==> src/rtl/qpsk_pkg.sv <==
// Shared types and constants for the QPSK dibit packer / UART transmitter.
// Optional even parity is selected with the UART_PARITY_EN macro.
package qpsk_pkg;

    typedef enum logic [2:0] {
        TX_IDLE,
        TX_START,
        TX_DATA,
        TX_PARITY,
        TX_STOP
    } tx_state_t;

    localparam int DIBITS_PER_BYTE      = 4;
    localparam int UART_DATA_BITS       = 8;
    localparam int SYS_CLK_HZ           = 100_000_000;
    localparam int UART_BAUD            = 115_200;
    localparam int DEFAULT_CLKS_PER_BIT = SYS_CLK_HZ / UART_BAUD;

    function automatic logic even_parity(input logic [7:0] data);
        return ^data;
    endfunction

endpackage

==> src/rtl/qpsk_byte_fifo.sv <==
// Synchronous first-word-fall-through byte FIFO, depth 2**FIFO_AW.
// A push while full is accepted only when a pop frees a slot in the same cycle.
module qpsk_byte_fifo #(
    parameter int FIFO_AW = 4
) (
    input  logic             clk,
    input  logic             rst_n,
    input  logic             push,
    input  logic [7:0]       push_data,
    input  logic             pop,
    output logic [7:0]       pop_data,
    output logic             full,
    output logic             empty,
    output logic [FIFO_AW:0] level
);

    localparam int DEPTH = 2 ** FIFO_AW;

    logic [7:0]       mem [DEPTH];
    logic [FIFO_AW:0] wr_ptr;
    logic [FIFO_AW:0] rd_ptr;
    logic             do_push;
    logic             do_pop;

    assign level    = wr_ptr - rd_ptr;
    assign full     = (level == (FIFO_AW + 1)'(DEPTH));
    assign empty    = (level == '0);
    assign do_pop   = pop && !empty;
    assign do_push  = push && (!full || do_pop);
    assign pop_data = mem[rd_ptr[FIFO_AW-1:0]];

    // NOTE: state registers use non-blocking assignments so every flop samples pre-edge values.
    always_ff @(posedge clk or negedge rst_n) begin
        if (!rst_n) begin
            wr_ptr <= '0;
            rd_ptr <= '0;
        end else begin
            if (do_push) wr_ptr <= wr_ptr + 1'b1;
            if (do_pop)  rd_ptr <= rd_ptr + 1'b1;
        end
    end

    // NOTE: storage is deliberately not reset; the pointers alone define which entries are valid.
    always_ff @(posedge clk) begin
        if (do_push) mem[wr_ptr[FIFO_AW-1:0]] <= push_data;
    end

endmodule

==> src/rtl/qpsk_dibit_uart_tx.sv <==
// Packs demodulated dibits into bytes, queues them and sends them as UART 8N1
// (8E1 when UART_PARITY_EN is defined) on uart_txd.
module qpsk_dibit_uart_tx
    import qpsk_pkg::*;
#(
    parameter int CLKS_PER_BIT = DEFAULT_CLKS_PER_BIT,
    parameter int FIFO_AW      = 4
) (
    input  logic             clk,
    input  logic             rst_n,
    input  logic [1:0]       dibit_in,
    input  logic             dibit_valid,
    input  logic             symbol_lock,
    input  logic             error_flag,
    input  logic             ovf_clr,
    output logic             uart_txd,
    output logic             tx_busy,
    output logic [FIFO_AW:0] fifo_level,
    output logic             overflow
);

    localparam int                BAUD_W    = (CLKS_PER_BIT > 2) ? $clog2(CLKS_PER_BIT) : 1;
    localparam logic [BAUD_W-1:0] BAUD_LAST = BAUD_W'(CLKS_PER_BIT - 1);
    localparam logic [2:0]        LAST_IDX  = 3'(UART_DATA_BITS - 1);
    localparam logic [1:0]        LAST_DIB  = 2'(DIBITS_PER_BYTE - 1);

    // ---------------- dibit packer ----------------
    logic [1:0] pack_cnt;
    logic [7:0] pack_shift;
    logic       accept;
    logic       byte_done;
    logic [7:0] push_data;

    assign accept    = dibit_valid && symbol_lock && !error_flag;
    assign byte_done = accept && (pack_cnt == LAST_DIB);
    assign push_data = {pack_shift[5:0], dibit_in};

    // Loss of lock or a flagged dibit realigns the packer to a byte boundary.
    always_ff @(posedge clk or negedge rst_n) begin
        if (!rst_n) begin
            pack_cnt   <= '0;
            pack_shift <= '0;
        end else if (!symbol_lock || (dibit_valid && error_flag)) begin
            pack_cnt <= '0;
        end else if (accept) begin
            pack_shift <= push_data;
            pack_cnt   <= byte_done ? '0 : pack_cnt + 1'b1;
        end
    end

    // ---------------- byte FIFO ----------------
    logic       fifo_pop;
    logic [7:0] fifo_dout;
    logic       fifo_full;
    logic       fifo_empty;

    qpsk_byte_fifo #(.FIFO_AW(FIFO_AW)) u_fifo (
        .clk       (clk),
        .rst_n     (rst_n),
        .push      (byte_done),
        .push_data (push_data),
        .pop       (fifo_pop),
        .pop_data  (fifo_dout),
        .full      (fifo_full),
        .empty     (fifo_empty),
        .level     (fifo_level)
    );

    always_ff @(posedge clk or negedge rst_n) begin
        if (!rst_n)                              overflow <= 1'b0;
        else if (byte_done && fifo_full && !fifo_pop) overflow <= 1'b1;
        else if (ovf_clr)                        overflow <= 1'b0;
    end

    // ---------------- UART transmitter ----------------
    tx_state_t         state, state_nx;
    logic [BAUD_W-1:0] baud_cnt, baud_nx;
    logic [2:0]        bit_idx, idx_nx;
    logic [2:0]        idx_inc;
    logic [7:0]        tx_byte, byte_nx;
    logic              txd_q, txd_nx;
    logic              bit_end;

    assign bit_end  = (baud_cnt == BAUD_LAST);
    assign idx_inc  = bit_idx + 3'd1;
    assign uart_txd = txd_q;
    assign tx_busy  = (state != TX_IDLE);

    always_ff @(posedge clk or negedge rst_n) begin
        if (!rst_n) begin
            state    <= TX_IDLE;
            baud_cnt <= '0;
            bit_idx  <= '0;
            tx_byte  <= '0;
            txd_q    <= 1'b1;
        end else begin
            state    <= state_nx;
            baud_cnt <= baud_nx;
            bit_idx  <= idx_nx;
            tx_byte  <= byte_nx;
            txd_q    <= txd_nx;
        end
    end

    // txd_nx is the line level of the cycle being entered, so the pin is a plain flop.
    // NOTE: every always_comb output gets a default first, which rules out inferred latches.
    always_comb begin
        state_nx = state;
        baud_nx  = baud_cnt + BAUD_W'(1);
        idx_nx   = bit_idx;
        byte_nx  = tx_byte;
        txd_nx   = txd_q;
        fifo_pop = 1'b0;
        case (state)
            TX_IDLE: begin
                baud_nx = '0;
                txd_nx  = 1'b1;
                if (!fifo_empty) begin
                    fifo_pop = 1'b1;
                    byte_nx  = fifo_dout;
                    state_nx = TX_START;
                    txd_nx   = 1'b0;
                end
            end
            TX_START: begin
                if (bit_end) begin
                    baud_nx  = '0;
                    idx_nx   = '0;
                    state_nx = TX_DATA;
                    txd_nx   = tx_byte[0];
                end
            end
            TX_DATA: begin
                if (bit_end) begin
                    baud_nx = '0;
                    if (bit_idx == LAST_IDX) begin
`ifdef UART_PARITY_EN
                        state_nx = TX_PARITY;
                        txd_nx   = even_parity(tx_byte);
`else
                        state_nx = TX_STOP;
                        txd_nx   = 1'b1;
`endif
                    end else begin
                        idx_nx = idx_inc;
                        txd_nx = tx_byte[idx_inc];
                    end
                end
            end
`ifdef UART_PARITY_EN
            TX_PARITY: begin
                if (bit_end) begin
                    baud_nx  = '0;
                    state_nx = TX_STOP;
                    txd_nx   = 1'b1;
                end
            end
`endif
            TX_STOP: begin
                if (bit_end) begin
                    baud_nx = '0;
                    if (!fifo_empty) begin
                        fifo_pop = 1'b1;
                        byte_nx  = fifo_dout;
                        state_nx = TX_START;
                        txd_nx   = 1'b0;
                    end else begin
                        state_nx = TX_IDLE;
                        txd_nx   = 1'b1;
                    end
                end
            end
            default: begin
                baud_nx  = '0;
                state_nx = TX_IDLE;
                txd_nx   = 1'b1;
            end
        endcase
    end

endmodule

==> config.mk <==
export PLATFORM = sky130hd
export DESIGN_NAME = qpsk_dibit_uart_tx
export DESIGN_NICKNAME = d
export VERILOG_FILES = /design/src/rtl/qpsk_pkg.sv /design/src/rtl/qpsk_byte_fifo.sv /design/src/rtl/qpsk_dibit_uart_tx.sv
export SDC_FILE = /design/constraint.sdc
export NUM_CORES = 1
export LEC_CHECK = 0
export ABC_AREA = 1
export BUFFER_PORTS_ARGS = -buffer_cell sky130_fd_sc_hd__buf_2
export CAP_MARGIN = 5
export CORE_ASPECT_RATIO = 1.5
export CORE_UTILIZATION = 50
export DETAILED_ROUTE_END_ITERATION = 6
export PLACE_DENSITY = 0.66
export SKIP_LAST_GASP = 1
export SYNTH_ARGS = -nofsm -noshare
export SYNTH_HDL_FRONTEND = slang
export SYNTH_SLANG_ARGS = --single-unit
==> constraint.sdc <==
create_clock -name clk -period 6 [get_ports clk]
set_input_delay 0.9 -clock clk [delete_from_list [all_inputs] [get_ports clk]]
set_output_delay 0.9 -clock clk [all_outputs]
set_load 0.05 [all_outputs]
==> flow_summary_export.csv <==
group,metric,value,unit
status,status,"finished clean",
timing,timing.final.max_slew_violations,0,
logic_synthesis,ys_types,41,
clock_tree,clockBufferDepth,2,
clock_tree,clkSinkCount,172,
final_layout,diodes,0,
clock_tree,cts_post_setup_buffers_inserted,0,
route,dr.pass1.iters,5,
timing,hold_viol,0,
logic_synthesis,synth_top_cells_by_count,"edfxtp_1, nand2_1, nor2_1, o21ai_0",
logic_synthesis,yosysWarnings,0,
setup_path,endpoint_kind,"primary output",
logic_synthesis,synth.most_common_cell,"edfxtp_1",
floorplan,die_y,153,um
timing,fin_crit,3.91,ns
timing,max_freq,256,MHz
setup_path,crit_chain,"buf_4 > inv_1 > ha_1 > nand3_1 > nand2_1 > nand2_1 > nand2_1 > buf_2",
route,totalWireLength,17900,um
logic_synthesis,synth-main-ff-cell,"edfxtp_1",
logic_synthesis,yosys.area.top_type,"edfxtp_1",
grt,antenna_found_initial,0,
timing,hold-worst-slack,0.461,ns
final_layout,final_cell_count_no_fill,917,
route,wl_per_cell,19.6,um
worst_hold_path,hp-class,"flop to flop",
grt,grt_max_degree,69,
floorplan,start_util,51.8,%
setup_path,cpPeakStageDelay,0.79,ns
final_layout,finalInstanceArea,8400,um^2
floorplan,rows,54,
place,dp.cells,885,
setup_path,path_class,"flop to primary output",
grt,gr-total-overflow,0,
worst_hold_path,min_path_cells,1,
setup_path,rrSetupSlack,2.24,ns
place,gp_congestion,0.933,
logic_synthesis,async_flop_share,25.6,%
floorplan,dieArea,15700,um^2
setup_path,cp_max_fo,27,
power,leakagePower,3.14,nW
worst_hold_path,hp-start,"baud_cnt[0]",
clock_tree,path_clk_slew,0.07,ns
timing,fin_skew,0.00851,ns
logic_synthesis,synth-edff-count,128,
final_layout,final_nets,730,
place,detailed_place_hpwl,12500,um
clock_tree,tritoncts,"done",
logic_synthesis,avgSynthCellArea,10.9,um^2
place,dpl-instance-area,7790,um^2
setup_path,r2r-end,"u_fifo.mem[14][0]",
timing,rsz0062_at_grt,"no",
clock_tree,cts_resized,0,
grt,grt_pass1_vias,5021,
final_layout,syn2layout_area_growth,10.5,%
place,dp_slack,2.37,ns
logic_synthesis,yosys.area.top_type_share,50.6,%
clock_tree,cts_root_buf,"clkbuf_16",
grt,track_usage,24.3,%
clock_tree,cts_htree_levels,4,
setup_path,cp-start-kind,"flop",
setup_path,critPathRequiredTime,5.10,ns
power,power.total,3.88,mW
timing,finalSetupViolCount,0,
logic_synthesis,syn-num-nets,720,
route,first_iter_violations,398,
route,drtAntennaViolNets,0,
setup_path,arrival,3.01,ns
power,cellPowerDensity,462,nW/um^2
final_layout,fin_util,57.3,%
route,via_per_inst,5.61,
timing,post-route-period-util,65.1,%
timing,slew_headroom,29.2,%
final_layout,drive_gt1_share,10.5,%
route,route.vias.total,5145,
logic_synthesis,synth-seq-area-share,65.1,%
logic_synthesis,synth_seq_cells,172,
setup_path,crit_path_frequent_cell,"nand2_1",
setup_path,reg2reg_from,"u_fifo.rd_ptr[1]",
logic_synthesis,synthCells,698,
setup_path,reg2reg_depth,11,
route,drc_errors,0,
timing,worst-slew-pin-transition,1.06,ns
timing,postLayoutSetupSlackWorst,2.09,ns
clock_tree,cts_hold_buf,0,
floorplan,core_area,14700,um^2
clock_tree,cts_made_buffers,17,
power,ir_drop,0.000247,V
floorplan,io_pins,16,
timing,tns,0,ns
logic_synthesis,synth_area_leaders,"edfxtp_1, dfrtp_1, nand2_1",
worst_hold_path,whs_endpoint,"baud_cnt[0]",
grt,grt_pass1_wl,27000,um
setup_path,cp_slowest_cell,"dfrtp_1",
clock_tree,clock_latency,0.43,ns
place,io_buffers,15,
logic_synthesis,syn_area,7600,um^2
flow_run,max_cap_viol_count,0,
floorplan,die_width,103,um
==> layout by cell type (no fill, tap or decap), drive strengths merged <==
| master | n |
|---|---|
| nand2 | 129 |
| edfxtp | 128 |
| nor2 | 122 |
| o21ai | 78 |
| inv | 50 |
| nand3 | 45 |
| dfrtp | 43 |
| o211ai | 18 |
| clkbuf | 18 |
| o22ai | 17 |
| buf | 17 |
| ha | 13 |
| a21oi | 8 |
| xnor2 | 6 |
| xor2 | 6 |
| nor3 | 5 |
| clkinv | 5 |
| nor4 | 2 |
| nand4 | 2 |
| bufinv | 2 |
| or2 | 2 |
| nand3b | 1 |
| a211oi | 1 |
| fa | 1 |
| clkinvlp | 1 |
| dfstp | 1 |
==> cell families (layout without fill, tap and decap cells) <==
logic type / Yosys count / count (layout) / share of synthesized area, %
buffers and inverters: 70 / 93 / 4.07
and+or+nand+nor: 308 / 308 / 17.7
xor gates and xnor gates: 12 / 12 / 1.58
DFF: 172 / 172 / 65.1
AOI/OAI and AO/OA: 122 / 122 / 9.17
adders and majority gates: 14 / 14 / 2.40
==> how the worst max path moves through the flow <==
stage / from / end / slack (ns) / depth (start not counted)
floorplan: u_fifo.wr_ptr[0] / u_fifo.mem[14][0] / 2.66 / 9
global placement: u_fifo.rd_ptr[1] / u_fifo.mem[1][2] / 2.48 / 11
detailed placement: u_fifo.rd_ptr[1] / u_fifo.mem[14][2] / 2.37 / 11
CTS: u_fifo.rd_ptr[1] / fifo_level[3] / 2.14 / 8
global route: u_fifo.rd_ptr[1] / fifo_level[3] / 1.86 / 8
finish: u_fifo.rd_ptr[1] / fifo_level[3] / 2.09 / 8
==> registers in the layout (all words and copies together) (netlist names) <==
name and cells:
u_fifo.mem 128, baud_cnt 10, tx_byte 8, pack_shift 6, u_fifo.rd_ptr 5, u_fifo.wr_ptr 5
bit_idx 3, state 3, pack_cnt 2, overflow 1, uart_txd 1
==> worst max-delay path: cells and delay by family, from the launching register on <==
family	cells	cell delay, ns
DFF	1	0.79
buffers and inverters	3	0.99
adders and majority gates	1	0.37
and+or+nand+nor	4	0.40
==> area by class of cell <==
type	count	area, um^2
inverters	44	168
repair buffers	17	90.1
well taps	196	245
multi-input cells	456	2340
fillers	1220	6260
flip-flops and latches	172	4950
clock inverters	14	176
clock buffers	18	429
==> per-layer routing <==
layer | global-route usage, % | vias up | wire length [um]
met4 | 12.2 | 0 | 680
met2 | 42.3 | 193 | 9400
li1 | - | 2438 | -
met1 | 27.3 | 2468 | 6840
met5 | 0 | - | 0
met3 | 5.62 | 46 | 1030
==> power by group <==
part           total [mW]  switching [mW]  leakage, nW  internal [mW]
sequential           1.58           0.191         1.74           1.39
combinational        1.19           0.834         1.11          0.355
clock                1.11           0.478        0.294          0.631
Power figures use the tool's default switching activity.
